File: config.mk
export PLATFORM = sky130hd
export DESIGN_NAME = sha256_msg_padder
export DESIGN_NICKNAME = d
export VERILOG_FILES = /design/src/rtl/sha256_msg_padder.sv
export SDC_FILE = /design/constraint.sdc
export NUM_CORES = 2
export LEC_CHECK = 0
export CAP_MARGIN = 20
export CORE_AREA = 2 2 529 531
export CTS_CLUSTER_SIZE = 28
export DETAILED_ROUTE_END_ITERATION = 8
export DIE_AREA = 0 0 531 533
export GPL_TIMING_DRIVEN = 0
export PLACE_DENSITY = 0.32
export REMOVE_ABC_BUFFERS = 1
export SYNTH_ARGS = -nofsm -noshare
export SYNTH_HDL_FRONTEND = slang
export SYNTH_SLANG_ARGS = --single-unit
File: constraint.sdc
create_clock -name clk -period 10.3 [get_ports clk]
set_clock_uncertainty 0.1 [all_clocks]
set_input_delay 1.03 -clock clk [delete_from_list [all_inputs] [get_ports clk]]
set_output_delay 1.03 -clock clk [all_outputs]
set_load 0.005 [all_outputs]
File: src/rtl/sha256_msg_padder.sv
// SHA-256 message padder: turns a 512-bit big-endian AXIS message stream into padded blocks
// (0x80 marker, zero fill, 64-bit bit length), adding a trailing block when the pad does not fit.
module sha256_msg_padder #(
    parameter int C_AXIS_DATA_WIDTH  = 512,
    parameter int C_AXIS_TUSER_WIDTH = 128
) (
    input  logic                            clk,
    input  logic                            reset,
    input  logic [C_AXIS_DATA_WIDTH-1:0]    s_axis_tdata,
    input  logic [C_AXIS_DATA_WIDTH/8-1:0]  s_axis_tkeep,
    input  logic [C_AXIS_TUSER_WIDTH-1:0]   s_axis_tuser,
    input  logic                            s_axis_tvalid,
    output logic                            s_axis_tready,
    input  logic                            s_axis_tlast,
    output logic [C_AXIS_DATA_WIDTH-1:0]    m_axis_tdata,
    output logic [C_AXIS_TUSER_WIDTH-1:0]   m_axis_tuser,
    output logic                            m_axis_tvalid,
    input  logic                            m_axis_tready,
    output logic                            m_axis_tlast
);

    typedef enum logic {
        ST_IDLE,
        ST_EXTRA
    } state_t;

    state_t        r_state;
    logic [60:0]   r_byte_cnt;
    logic [63:0]   r_extra_len;
    logic          r_extra_lead;

    logic [6:0]    w_n;
    logic          w_keep_run;
    logic [60:0]   w_total;
    logic [63:0]   w_len;
    logic [511:0]  w_last_block;
    logic [511:0]  w_block;
    logic          w_out_free;
    logic          w_accept;

    assign w_out_free    = ~m_axis_tvalid | m_axis_tready;
    assign s_axis_tready = ~reset & (r_state == ST_IDLE) & w_out_free;
    assign w_accept      = s_axis_tvalid & s_axis_tready;

    assign w_total = r_byte_cnt + 61'(w_n);
    assign w_len   = {w_total, 3'b000};

    // Valid byte count of the last beat: length of the leading run of ones in tkeep.
    always_comb begin
        // NOTE: every variable gets a default before the loop so no latch is inferred.
        w_n        = '0;
        w_keep_run = 1'b1;
        for (int k = 0; k < 64; k++) begin
            w_keep_run = w_keep_run & s_axis_tkeep[63-k];
            if (w_keep_run) w_n = 7'(k + 1);
        end
    end

    always_comb begin
        w_last_block = '0;
        for (int k = 0; k < 64; k++) begin
            if (7'(k) < w_n)
                w_last_block[511-8*k -: 8] = s_axis_tdata[511-8*k -: 8];
            else if (7'(k) == w_n)
                w_last_block[511-8*k -: 8] = 8'h80;
        end
        // The length only fits behind the marker when at most 55 data bytes remain.
        if (w_n <= 7'd55) w_last_block[63:0] = w_len;
        w_block = s_axis_tlast ? w_last_block : s_axis_tdata;
    end

    always_ff @(posedge clk) begin
        if (reset) begin
            r_state       <= ST_IDLE;
            r_byte_cnt    <= '0;
            r_extra_len   <= '0;
            r_extra_lead  <= 1'b0;
            m_axis_tdata  <= '0;
            m_axis_tuser  <= '0;
            m_axis_tvalid <= 1'b0;
            m_axis_tlast  <= 1'b0;
        end else begin
            // NOTE: non-blocking throughout; a later load in this block overrides the clear.
            if (m_axis_tvalid && m_axis_tready) m_axis_tvalid <= 1'b0;
            case (r_state)
                ST_IDLE: begin
                    if (w_accept) begin
                        m_axis_tvalid <= 1'b1;
                        m_axis_tdata  <= w_block;
                        m_axis_tuser  <= s_axis_tuser;
                        if (s_axis_tlast) begin
                            r_byte_cnt   <= '0;
                            r_extra_len  <= w_len;
                            r_extra_lead <= (w_n == 7'd64);
                            if (w_n >= 7'd56) begin
                                m_axis_tlast <= 1'b0;
                                r_state      <= ST_EXTRA;
                            end else begin
                                m_axis_tlast <= 1'b1;
                            end
                        end else begin
                            m_axis_tlast <= 1'b0;
                            r_byte_cnt   <= r_byte_cnt + 61'd64;
                        end
                    end
                end
                ST_EXTRA: begin
                    // Block1 is still held in the output register; swap in block2 as it leaves.
                    if (m_axis_tready) begin
                        m_axis_tvalid <= 1'b1;
                        m_axis_tdata  <= {(r_extra_lead ? 8'h80 : 8'h00), 440'b0, r_extra_len};
                        m_axis_tlast  <= 1'b1;
                        r_state       <= ST_IDLE;
                    end
                end
                default: r_state <= ST_IDLE;
            endcase
        end
    end

endmodule
* After elaboration in Yosys (flattened, before gate mapping)
Index checks and enable logic that the tools add are counted.
Storage, ports and cells: logic and storage cells 430, bits of input ports 709, flip-flop bits (word level) 766
Cells by class: reduce and logical (&&, ||, !) cells 5, $lt $le $gt $ge 66, equality and inequality tests 66, bitwise gates (word level) 70, add/subtract/negate cells 2, muxes and demuxes 213
Operators with widths (count):
- $mux W512 | 3
- $mux W8 | 129
- $pmux W512 S2 | 1
- $mux W7 | 62
- $eq A6 B7 Y1 const A | 32
- $lt A6 B7 Y1 const A | 32
- $eq A5 B7 Y1 const A | 16
- $lt A5 B7 Y1 const A | 16
- $and A1 B1 Y1 | 66
- $mux W64 | 1
- $add A61 B7 Y61 | 1
- $add A61 B7 Y61 const B | 1
- $mux W61 | 1
- $eq A4 B7 Y1 const A | 8
- $lt A4 B7 Y1 const A | 8
- $eq A3 B7 Y1 const A | 4
- $lt A3 B7 Y1 const A | 4
- $eq A2 B7 Y1 const A | 2
- $lt A1 B7 Y1 const A | 2
- $lt A2 B7 Y1 const A | 2
- $mux W1 | 12
- $eq A1 B7 Y1 const A | 1
- $eq A7 B7 Y1 const B | 1
- $ge A7 B6 Y1 const B | 1
- other kinds (10) | 16

* Longest topological paths before layout
word-level depth 71, gate-level depth with buffers 18

* Worst setup path before layout
No wires, ideal clock.
kind input -> register, start point input s_axis_tkeep[30], end point register m_axis_tdata[56], library setup time 0.125 ns, path slack 5.689 ns, cell stages on the path 13, data required time 10.075 ns, data arrival time 4.386 ns, path through nand4_1 -> nor4_1 -> nand2_1 -> nor4_1 -> ha_1 -> nand3_1 -> or3_1 -> nor4_1 -> nand3_1 -> xor2_1 -> nor2_1 -> a211oi_1 -> o21ai_0
Between the ends: cells in the longest elaborated chain, start to end 38
Ends and longest elaborated chain:
- start: declaration | line 10 | input logic [C_AXIS_DATA_WIDTH/8-1:0] s_axis_tkeep,
- $and A1 B1 Y1 (*) | line 54 | w_keep_run = w_keep_run & s_axis_tkeep[63-k];
- $mux W7 or $and A1 B1 Y1 (tied branches) (30 in series) | line 55, 54
- $mux W7 (*) | line 55 | if (w_keep_run) w_n = 7'(k + 1);
- parallel branches: the longest is 2 deep, another holds $add A61 B7 Y61
- $mux W64 (*) | line 68 | if (w_n <= 7'd55) w_last_block[63:0] = w_len;
- $mux W512 (*) | line 69 | w_block = s_axis_tlast ? w_last_block : s_axis_tdata;
- $mux W512 (*) | line 87 | if (w_accept) begin
- $pmux W512 S2 (*) | line 85 | case (r_state)
- end signal: assignment | line 89 | m_axis_tdata <= w_block;
- end signal: assignment | line 111 | m_axis_tdata <= {(r_extra_lead ? 8'h80 : 8'h00), 440'b0, r_extra_len};
- end: declaration | line 15 | output logic [C_AXIS_DATA_WIDTH-1:0] m_axis_tdata,
Mark *: on every way between the ends. The select of a mux whose other input is x is not followed. A chain may end at the register's enable or synchronous reset.

* Worst setup path in the final report
start point input s_axis_tkeep[55], end point register m_axis_tdata[379]
Between the ends: cells in the longest elaborated chain, start to end 62
Ends and longest elaborated chain:
- $and A1 B1 Y1 (*) | line 54
- $mux W7 or $and A1 B1 Y1 (tied branches) (55 in series) | line 55, 54
- $mux W7 (*) | line 55
- $lt A5 B7 Y1 (*) | line 62 | if (7'(k) < w_n)
- $mux W8 (*) | line 62
- $mux W512 (*) | line 69
- $mux W512 (*) | line 87
- $pmux W512 S2 (*) | line 85
Every way passes the cells marked *; elsewhere a longest branch is shown, timed or not. The select of a mux whose other input is x is not followed.

==> metrics <==
die height=between 500 and 600 um; first-pass GRT wire length=around 330 mm; First-pass DRT Iterations=7; Bufs on Longest Clock Path=4; hold wc startpoint=r_extra_len[7]$_SDFFE_PP0P_; clk sinks=760; Cell Area, Synth=about 30000 um2; number of global-route vias before repair=32.1k; endpoint class of the critical path=flop; Die ar.=~280000 um2; CTS tree=done; syn_area_per_cell=8.96 um2; Startpoint Class=input pin; IR drop worst, VDD=between 0.0001 and 0.00015 V; crit path kind=in2reg; hold depth=2; wire per inst=between 20 and 30 um; largest net degree at the start of global routing=108; Slowest cell on crit path=nor3_2; clock latency on the worst-skew pair=just over 800 ps; r2r startpoint=r_state$_SDFF_PP0_; final wirelength=about 250 mm; post-route insts no fill=between 8k and 9k; Netlist cell types=between 90 and 100; setup TNS=0 ps; CP Cell Sequence=clkdlybuf4s50_1 -> nand3_2 -> nor4_2 -> nand3_1 -> nor3_2 -> a21o_1 -> and2_1 -> o211a_2 -> and2_1 -> o21ai_1; Vias=33.2k; Worst Max-Slew Pin Slew=1290 ps; Hold Path End=r_extra_len[7]$_SDFFE_PP0P_; Area growth, synth to finish=75.9%; H-Tree Depth=3; Inserted Clock Buffers=about 110; Sequential Area=between 15000 and 20000 um2; routed vias/inst=3.89; final slew viol count=0; initial antenna violation count=178; flops & latches, synth=760; Post-Syn Instances=3361; DRC violations left=0; Hold Path Class=reg2reg; slew margin rel.=0.135; Worst-path clk slew=around 70 ps; Final Hold Fails=0; register area share after synthesis=0.505; most frequent cells in the layout=clkdlybuf4s50_1, dfxtp_1, nand2_1; PostCTS Resize Cnt=0; FF-to-FF End=r_byte_cnt[40]$_SDFFE_PP0P_; Core Area=~280000 um2; routability congestion estimate=about 0.89; Final HPWL DP=209 mm; Port Buffers=between 1k and 1.5k; Die Wd=531 um; Root Buffer Master=clkbuf_16; setup slack, reg-to-reg=6300 ps; async set-reset flop share out of synthesis=0; proportion of layout cells with a drive suffix above 1=0.0773; final cycle utilization of the critical path=0.693; Antenna Violating Nets Remaining=0; top_reg_cell synth=dfxtp_1; Final Cell Area=53000 um2; Crit path top cell by count=and2_1; Slowest Stage Delay on Critical Path=approximately 950 ps; row count=approximately 190; number of synthesized flops with an enable pin=0; FMAX=about 140 MHz; nets=5386; r2r worst-path depth=10; initial DRC count=1927; Yosys warning total=0; Setup-failing EPs final=0; leakage=~0.018 uW; RSZ-0062 raised after global routing=false; final worst path period need=~7100 ps; leading cell type in the layout, fill and taps excluded=clkdlybuf4s50_1; total grt overflow=0; required time worst endpoint=10860 ps; number of max-cap violations=0; dpl cell area=slightly below 50000 um2; initial core utilization=0.108; Tot GR Track Use=0.171; PwrDens=around 160 nW/um2; I/O pins=about 1.4k; placed instance count=~8.3k; multi-input logic area=about 14000 um2; Hold Buf Count CTS=0; Fillers=a little over 30k; CP max FO=13; post-CTS setup buffers=0; outcome=finished, final reports clean; Arr. time, crit path=approximately 7700 ps
how the worst max path moves through the flow:
| stage | from | to | slack (ps) | cells past startpoint |
|---|---|---|---|---|
| 2_1_floorplan | r_state$_SDFF_PP0_ | m_axis_tdata[43]$_SDFFE_PP0P_ | -2290 | 5 |
| 3_3_place_gp | reset | m_axis_tdata[479]$_SDFFE_PP0P_ | -64380 | 4 |
| 3_5_place_dp | s_axis_tkeep[55] | m_axis_tdata[380]$_SDFFE_PP0P_ | 1980 | 10 |
| 4_1_cts | s_axis_tkeep[55] | m_axis_tdata[380]$_SDFFE_PP0P_ | 2880 | 10 |
| 5_1_grt | s_axis_tkeep[55] | m_axis_tdata[379]$_SDFFE_PP0P_ | 2930 | 10 |
| 6_report | s_axis_tkeep[55] | m_axis_tdata[379]$_SDFFE_PP0P_ | 3170 | 10 |
critical path, delay by kind of cell:
kind	cells	cell delay, ps
simple gates	6	4870
buf+inv	1	620
compound gates	3	1120
kinds of logic after synthesis:
family,Yosys count,share of synthesized area
AO/OA/AOI/OAI,1049,0.251
other,1,0.000124
buffers and inverters,258,0.0329
multiplexers,11,0.00395
adder cells (fa/ha/maj),3,0.00125
XOR/XNOR,102,0.0297
AND/OR/NAND/NOR,1177,0.177
flip-flops,760,0.505
sequential cells by signal, summed over array words and instances (netlist names):
name and flops:
r_byte_cnt 55, r_state 1, m_axis_tvalid 1, r_extra_lead 1, m_axis_tuser 128, m_axis_tdata 512
m_axis_tlast 1, r_extra_len 61
Yosys cell counts (all sizes together), types with 15 or more instances:
cell type    n  share of area
a32o        58          0.019
o211ai      15         0.0039
dfxtp      760           0.51
a32oi       54          0.016
or3         29         0.0060
o21a        19         0.0048
inv         24         0.0030
buf         27         0.0042
nand3      113          0.019
xnor2       55          0.016
nand4       48          0.011
xor2        47          0.014
and3        23         0.0048
o21ai      304          0.051
nand2b      16         0.0033
and4        19         0.0055
nor2b       15         0.0031
a22o       192          0.056
clkbuf     207          0.026
nor4        23         0.0056
nor2       345          0.043
nor3        50         0.0090
a211oi      19         0.0047
a21oi      115          0.021
nand2      465          0.058
a31oi       16         0.0044
a22oi      147          0.037
stage by stage:
step	worst slack, ps	power (uW)	hold slack [ps]	utilization
after global routing	2930	8670	368	0.190
after floorplan	-2290	3470	310	-
final	3170	8310	341	0.191
after detailed placement	1980	4390	331	0.177
after CTS	2880	8520	340	0.190
after global placement	-64380	4370	332	0.171
metal layers:
layer  global-route usage  vias to the layer above  share of wire
li1                     -                    15044              -
met3               0.0514                      455          0.079
met4               0.0553                       36          0.036
met2                0.299                     1488           0.49
met5                    0                        -        0.00091
met1                0.198                    16146           0.40
power breakdown:
part,switching [uW],internal [uW],leakage [uW]
Clock,1620,2380,0.00181
Sequential,76.0,3070,0.00620
Combinational,560,598,0.00977
Total,2260,6050,0.0178
area by class of cell:
| type | count | area share |
|---|---|---|
| diodes | 50 | 0.00236 |
| clock buffers | 166 | 0.0618 |
| clock inverters | 34 | 0.00786 |
| inverters | 24 | 0.00189 |
| multi-input cells | 2343 | 0.267 |
| flip-flops and latches | 760 | 0.287 |
| well taps | 3724 | 0.0879 |
| repair buffers | 1434 | 0.284 |
Note: power is estimated with default switching activity, not from simulation.
